[config.mk]
export PLATFORM = sky130hd
export DESIGN_NAME = rect_fill_writer
export DESIGN_NICKNAME = d
export VERILOG_FILES = /design/src/rtl/fb_pkg.sv /design/src/rtl/rect_clip.sv /design/src/rtl/rect_fill_writer.sv
export SDC_FILE = /design/constraint.sdc
export NUM_CORES = 1
export LEC_CHECK = 0
export ABC_AREA = 0
export CAP_MARGIN = 20
export CORE_MARGIN = 3
export CORE_UTILIZATION = 35
export DETAILED_ROUTE_END_ITERATION = 8
export SLEW_MARGIN = 20
export SYNTH_ARGS = -nofsm -noshare
export SYNTH_HDL_FRONTEND = slang
export SYNTH_HIERARCHICAL = 1
export SYNTH_SLANG_ARGS = --single-unit
[constraint.sdc]
create_clock -name clk -period 4.4 [get_ports clk]
set_input_delay 0.88 -clock clk [delete_from_list [all_inputs] [get_ports clk]]
set_output_delay 0.88 -clock clk [all_outputs]
set_load 0.03 [all_outputs]
[src/rtl/fb_pkg.sv]
// Frame-buffer geometry and writer state encoding, shared by the VGA driver
// and the rectangle fill writer.
package fb_pkg;

   localparam int H_RES   = 160;
   localparam int V_RES   = 120;
   localparam int ADDR_W  = 15;
   localparam int COLOR_W = 24;
   localparam int COORD_W = 10;

   typedef enum logic [1:0] {
      IDLE = 2'd0,
      CLIP = 2'd1,
      FILL = 2'd2,
      DONE = 2'd3
   } fb_state_t;

endpackage

[src/rtl/rect_clip.sv]
// Combinational clip of a rectangle against the frame: exclusive end
// coordinates, empty flag and clipped flag.
module rect_clip #(
   parameter int H_RES   = 160,
   parameter int V_RES   = 120,
   parameter int COORD_W = 10
) (
   input  logic [COORD_W-1:0] x,
   input  logic [COORD_W-1:0] y,
   input  logic [COORD_W-1:0] w,
   input  logic [COORD_W-1:0] h,
   output logic [COORD_W-1:0] x_end,
   output logic [COORD_W-1:0] y_end,
   output logic               empty,
   output logic               clipped
);

   localparam logic [COORD_W:0] H_LIM = (COORD_W+1)'(H_RES);
   localparam logic [COORD_W:0] V_LIM = (COORD_W+1)'(V_RES);

   logic [COORD_W:0] x_sum;
   logic [COORD_W:0] y_sum;
   logic             off_screen;

   // Sums carry one extra bit so x+w never wraps back on-screen.
   always_comb begin
      x_sum      = {1'b0, x} + {1'b0, w};
      y_sum      = {1'b0, y} + {1'b0, h};
      off_screen = ({1'b0, x} >= H_LIM) || ({1'b0, y} >= V_LIM);
      x_end      = (x_sum > H_LIM) ? H_LIM[COORD_W-1:0] : x_sum[COORD_W-1:0];
      y_end      = (y_sum > V_LIM) ? V_LIM[COORD_W-1:0] : y_sum[COORD_W-1:0];
      empty      = (w == '0) || (h == '0) || off_screen;
      clipped    = off_screen || (x_sum > H_LIM) || (y_sum > V_LIM);
   end

endmodule

[src/rtl/rect_fill_writer.sv]
// Rectangle fill writer: clips each command to the frame and streams one
// pixel write per cycle into the back buffer, pulsing frame_done at frame end.
//
// state | meaning
// IDLE  | waiting for a command, cmd_ready=1
// CLIP  | one cycle: clip latched command, set up row_base/col/row
// FILL  | one pixel write per accepted cycle, raster order
// DONE  | frame_done pulse, clear clipped
module rect_fill_writer
   import fb_pkg::*;
#(
   parameter int H_RES   = fb_pkg::H_RES,
   parameter int V_RES   = fb_pkg::V_RES,
   parameter int ADDR_W  = fb_pkg::ADDR_W,
   parameter int COLOR_W = fb_pkg::COLOR_W,
   parameter int COORD_W = fb_pkg::COORD_W
) (
   input  logic               clk,
   input  logic               rst,
   input  logic               cmd_valid,
   output logic               cmd_ready,
   input  logic [COORD_W-1:0] cmd_x,
   input  logic [COORD_W-1:0] cmd_y,
   input  logic [COORD_W-1:0] cmd_w,
   input  logic [COORD_W-1:0] cmd_h,
   input  logic [COLOR_W-1:0] cmd_color,
   input  logic               cmd_last,
   output logic               wr_en,
   input  logic               wr_ready,
   output logic [ADDR_W-1:0]  wr_addr,
   output logic [COLOR_W-1:0] wr_data,
   output logic               frame_done,
   output logic               busy,
   output logic               clipped
);

   if (H_RES * V_RES > (1 << ADDR_W)) begin : g_addr_check
      $error("rect_fill_writer: H_RES*V_RES does not fit in ADDR_W");
   end

   localparam logic [ADDR_W-1:0] H_RES_A = ADDR_W'(H_RES);

   fb_state_t state, state_nxt;

   logic [COORD_W-1:0] x_q, y_q, w_q, h_q;
   logic [COLOR_W-1:0] color_q;
   logic               last_q;
   logic               clipped_q;
   logic [COORD_W-1:0] col, row;
   logic [ADDR_W-1:0]  row_base;

   logic [COORD_W-1:0] x_end_c, y_end_c;
   logic               empty_c, clip_c;
   logic               last_col, last_row;

   rect_clip #(
      .H_RES   (H_RES),
      .V_RES   (V_RES),
      .COORD_W (COORD_W)
   ) u_clip (
      .x       (x_q),
      .y       (y_q),
      .w       (w_q),
      .h       (h_q),
      .x_end   (x_end_c),
      .y_end   (y_end_c),
      .empty   (empty_c),
      .clipped (clip_c)
   );

   assign last_col = (col == x_end_c - COORD_W'(1));
   assign last_row = (row == y_end_c - COORD_W'(1));

   always_ff @(posedge clk) begin
      if (rst) begin
         state     <= IDLE;
         x_q       <= '0;
         y_q       <= '0;
         w_q       <= '0;
         h_q       <= '0;
         color_q   <= '0;
         last_q    <= 1'b0;
         clipped_q <= 1'b0;
         col       <= '0;
         row       <= '0;
         row_base  <= '0;
      end else begin
         state <= state_nxt;
         case (state)
            IDLE: if (cmd_valid) begin
               x_q     <= cmd_x;
               y_q     <= cmd_y;
               w_q     <= cmd_w;
               h_q     <= cmd_h;
               color_q <= cmd_color;
               last_q  <= cmd_last;
            end
            CLIP: begin
               col      <= x_q;
               row      <= y_q;
               // The only multiply; FILL steps row_base by H_RES instead.
               row_base <= ADDR_W'(y_q) * H_RES_A;
               if (clip_c) clipped_q <= 1'b1;
            end
            FILL: if (wr_ready) begin
               if (last_col) begin
                  col      <= x_q;
                  row      <= row + COORD_W'(1);
                  row_base <= row_base + H_RES_A;
               end else begin
                  col <= col + COORD_W'(1);
               end
            end
            DONE: clipped_q <= 1'b0;
            default: ;
         endcase
      end
   end

   always_comb begin
      state_nxt  = state;
      cmd_ready  = 1'b0;
      busy       = 1'b1;
      wr_en      = 1'b0;
      frame_done = 1'b0;
      wr_addr    = row_base + ADDR_W'(col);
      wr_data    = color_q;
      clipped    = clipped_q;
      case (state)
         IDLE: begin
            cmd_ready = 1'b1;
            busy      = 1'b0;
            if (cmd_valid) state_nxt = CLIP;
         end
         CLIP: begin
            if (empty_c) state_nxt = last_q ? DONE : IDLE;
            else         state_nxt = FILL;
         end
         FILL: begin
            wr_en = 1'b1;
            if (wr_ready && last_col && last_row) state_nxt = last_q ? DONE : IDLE;
         end
         DONE: begin
            frame_done = 1'b1;
            state_nxt  = IDLE;
         end
         default: state_nxt = IDLE;
      endcase
   end

endmodule
==> results.json <==
{
  "outcome": "complete, no violations",
  "maxCapViolCount": 0,
  "power_density_nw_per_um2": 346,
  "drt_pass1_iterations": 4,
  "cts.sinks": 98,
  "grt_overflow": 0,
  "post-route-min-period_ns": 4.21,
  "vdd_drop_max_v": 0.000212,
  "p_comb_share_pct": 38.9,
  "crit_type": "register to register",
  "wirelength_um": 19300,
  "highest_layer": "met5",
  "cp.required_ns": 4.66,
  "pwr-share-clk_pct": 26.7,
  "syn_avg_cell_area_um2": 7.68,
  "power_switching_mw": 1.13,
  "hold_viol": 0,
  "place_ws_ns": -0.0907,
  "row_count": 49,
  "antenna_cells": 0,
  "p_int_mw": 1.92,
  "max_freq_mhz": 237,
  "ys_seq_elements": 98,
  "root_buffer": "clkbuf_16",
  "critPathMaxStageDelay_ns": 0.56,
  "min_to": "wr_data[9]",
  "cts_buffers": 9,
  "drt_iter0_drc": 415,
  "hpwl_um": 14500,
  "ys_seq_area_share_pct": 29.3,
  "initial_core_util_pct": 36.4,
  "num_vias": 6580,
  "drcViolationCount": 0,
  "finalInstanceArea_um2": 8820,
  "post_dp_cell_area_um2": 8310,
  "grt_antenna_before_repair": 1,
  "gp_congestion": 0.866,
  "cp-end-kind": "register",
  "period_share_pct": 95.7,
  "leakage_nw": 3.56,
  "syn_area_um2": 6690,
  "drt-met1-wl_um": 9050,
  "cts_max_path_buffers": 2,
  "io_buffers": 112,
  "grt_pass1_wl_um": 31800,
  "worstHoldStart": "wr_data[9]",
  "crit_fanout": 3,
  "final_cells": 1244,
  "cts_tree": "done",
  "ys_async_sr_fraction_pct": 0,
  "ff2ff_path_depth": 16,
  "setup_violations": 0,
  "drive_gt1_share_pct": 14.0,
  "drtAntennaViolNets": 0,
  "nets": 1125,
  "fin_ws_ns": 0.188,
  "fin_worst_skew_ns": 0.0104,
  "setup_tns_ns": 0,
  "clkTransAtPathRegs_ns": 0.08,
  "h-tree-depth": 3,
  "first_global_vias": 6222,
  "holdPathStages": 2,
  "wl_met3_um": 1380,
  "r2r-end": "state[0]",
  "avgRoutedWirePerCell_um": 15.5,
  "die_y_um": 144,
  "cpMaxStageDelayCell": "or4b_4",
  "ys_warn_count": 6,
  "ff2ff_setup_slack_ns": 0.19,
  "synth.distinct_cells": 84,
  "p_sw_share_pct": 37.2,
  "core_region_area_um2": 18400,
  "synth_edf_count": 0,
  "reg2reg_from": "h_q[0]",
  "dieArea_um2": 20800,
  "layout_common_cells": "nand2_1 (170), clkdlybuf4s50_1 (111), dfxtp_1 (97)",
  "final_max_slew_viol_count": 0,
  "place_inst": 1222,
  "path_cells": "ha_1 > fa_1 > a21o_1 > a221oi_2 > xor2_1 > or4b_4 > and3_4 > inv_1 > ha_1 > nor2b_2 > xnor2_1 > a31o_2 > a221oi_1 > a221o_1 > o31ai_4 > and3_1",
  "critPathArrivalTime_ns": 4.47,
  "final_common_cell": "nand2_1",
  "slew_headroom_pct": 37.5,
  "area_delta_synth_final_pct": 31.7,
  "wl_met2_um": 8690,
  "syn_inst": 872,
  "vias_per_cell": 5.29,
  "cpMostUsedCell": "ha_1",
  "seqPwrFrac_pct": 34.5,
  "worst_hold_path_type": "register to register",
  "track_usage_pct": 18.7,
  "die_w_um": 144,
  "hold_slack_ns": 0.455,
  "crit_path_start_kind": "register",
  "grt_start_max_net_pins": 62,
  "clkLatencyLatePin_ns": 0.36,
  "ios": 113,
  "ys_dominant_reg_cell": "dfxtp_1",
  "max_slew.worst_pin.slew_ns": 0.934
}
## power by group through the flow
| stage | Clock [mW] | Combinational [mW] | Sequential [mW] |
|---|---|---|---|
| after floorplan | 0 | 0.708 | 1.08 |
| after global placement | 0 | 1.12 | 1.07 |
| after detailed placement | 0 | 1.12 | 1.07 |
| after CTS | 0.834 | 1.13 | 1.05 |
| after global routing | 0.864 | 1.31 | 1.06 |
| final | 0.813 | 1.19 | 1.05 |
## what timing repair did
| action | 4_1_cts | 5_1_grt |
|---|---|---|
| resized for setup | 5 | 31 |
| pin swaps | 0 | 16 |
| endpoints found under the hold margin | 0 | 0 |
| endpoints found under the setup margin | 10 | 31 |
| hold buffers | 0 | 0 |
| setup buffers | 0 | 6 |
## cell families (layout without fill, tap and decap cells)
logic type | Yosys count | in the layout | synth area share [%]
flops | 98 | 98 | 29.3
xor+xnor | 48 | 48 | 6.28
mux | 10 | 10 | 1.57
fa+ha+maj | 46 | 46 | 8.94
other cells | 1 | 5 | 0.0560
simple gates | 367 | 367 | 26.6
compound gates | 231 | 231 | 22.6
buf+inv | 71 | 210 | 4.64
## routing by layer
metal,global-route usage [%],up-vias
met2,29.7,163
li1,-,3398
met4,3.88,2
met5,0,-
met1,25.2,3002
met3,5.69,15
## final cells by class
type / count / area, um^2
Inverter: 18 / 67.6
Tap cell: 229 / 287
Clock buffer: 10 / 239
Clock inverter: 6 / 60.1
Multi-Input combinational cell: 707 / 4600
Fill cell: 1845 / 9580
Sequential cell: 98 / 1960
Timing Repair Buffer: 176 / 1600
## how the worst max path moves through the flow
stage	from	endpoint	slack [ns]	cells past startpoint
CTS	w_q[0]	row[6]	0.03	16
global placement	y_q[0]	state[0]	-0.06	15
floorplan	x_q[0]	col[4]	0.05	18
finish	h_q[0]	state[0]	0.19	16
detailed placement	w_q[0]	row[6]	-0.09	19
global route	h_q[0]	state[0]	-0.007	16
## synthesized netlist by cell type (6+ instances only)
library cell / n / share of area [%]
nand2_1: 171 / 9.6
a21oi_1: 98 / 7.3
dfxtp_1: 98 / 29
nor2_1: 52 / 2.9
ha_1: 43 / 8.0
clkbuf_1: 35 / 2.0
o21ai_0: 26 / 1.9
nor3_1: 25 / 1.9
xnor2_1: 25 / 3.3
xor2_1: 23 / 3.0
nand3_1: 20 / 1.5
inv_1: 18 / 1.0
and3_1: 17 / 1.6
a211oi_1: 13 / 1.5
nor2b_1: 13 / 1.2
a21o_1: 12 / 1.3
nor4_1: 9 / 0.84
and2_1: 8 / 0.75
buf_1: 7 / 0.39
buf_4: 7 / 0.79
nand4_1: 7 / 0.65
o21a_1: 7 / 0.79
o31ai_1: 7 / 0.79
mux2i_1: 6 / 0.90
nand2b_1: 6 / 0.56
## per-stage QoR
step	power [mW]	utilization (%)
6_report	3.05	47.9
2_1_floorplan	1.78	-
3_5_place_dp	2.19	45.2
4_1_cts	3.02	46.9
3_3_place_gp	2.19	45.2
5_1_grt	3.24	47.9
## critical path: cells and delay by family, from the launching register on
family                     cells  cell delay, ns
AOI/OAI and AO/OA              6            1.44
and+or+nand+nor                4            1.18
adders and majority gates      3            0.86
DFF                            1            0.35
xor gates and xnor gates       2            0.23
buffers and inverters          1            0.06
## registers in the layout, summed over array words and instances, names as in the netlist, 10 cells and up
signal	count
wr_data	24
row	10
x_q	10
w_q	10
y_q	10
row_base	10
col	10
h_q	10
No activity file was read; power rests on OpenSTA's default activity.
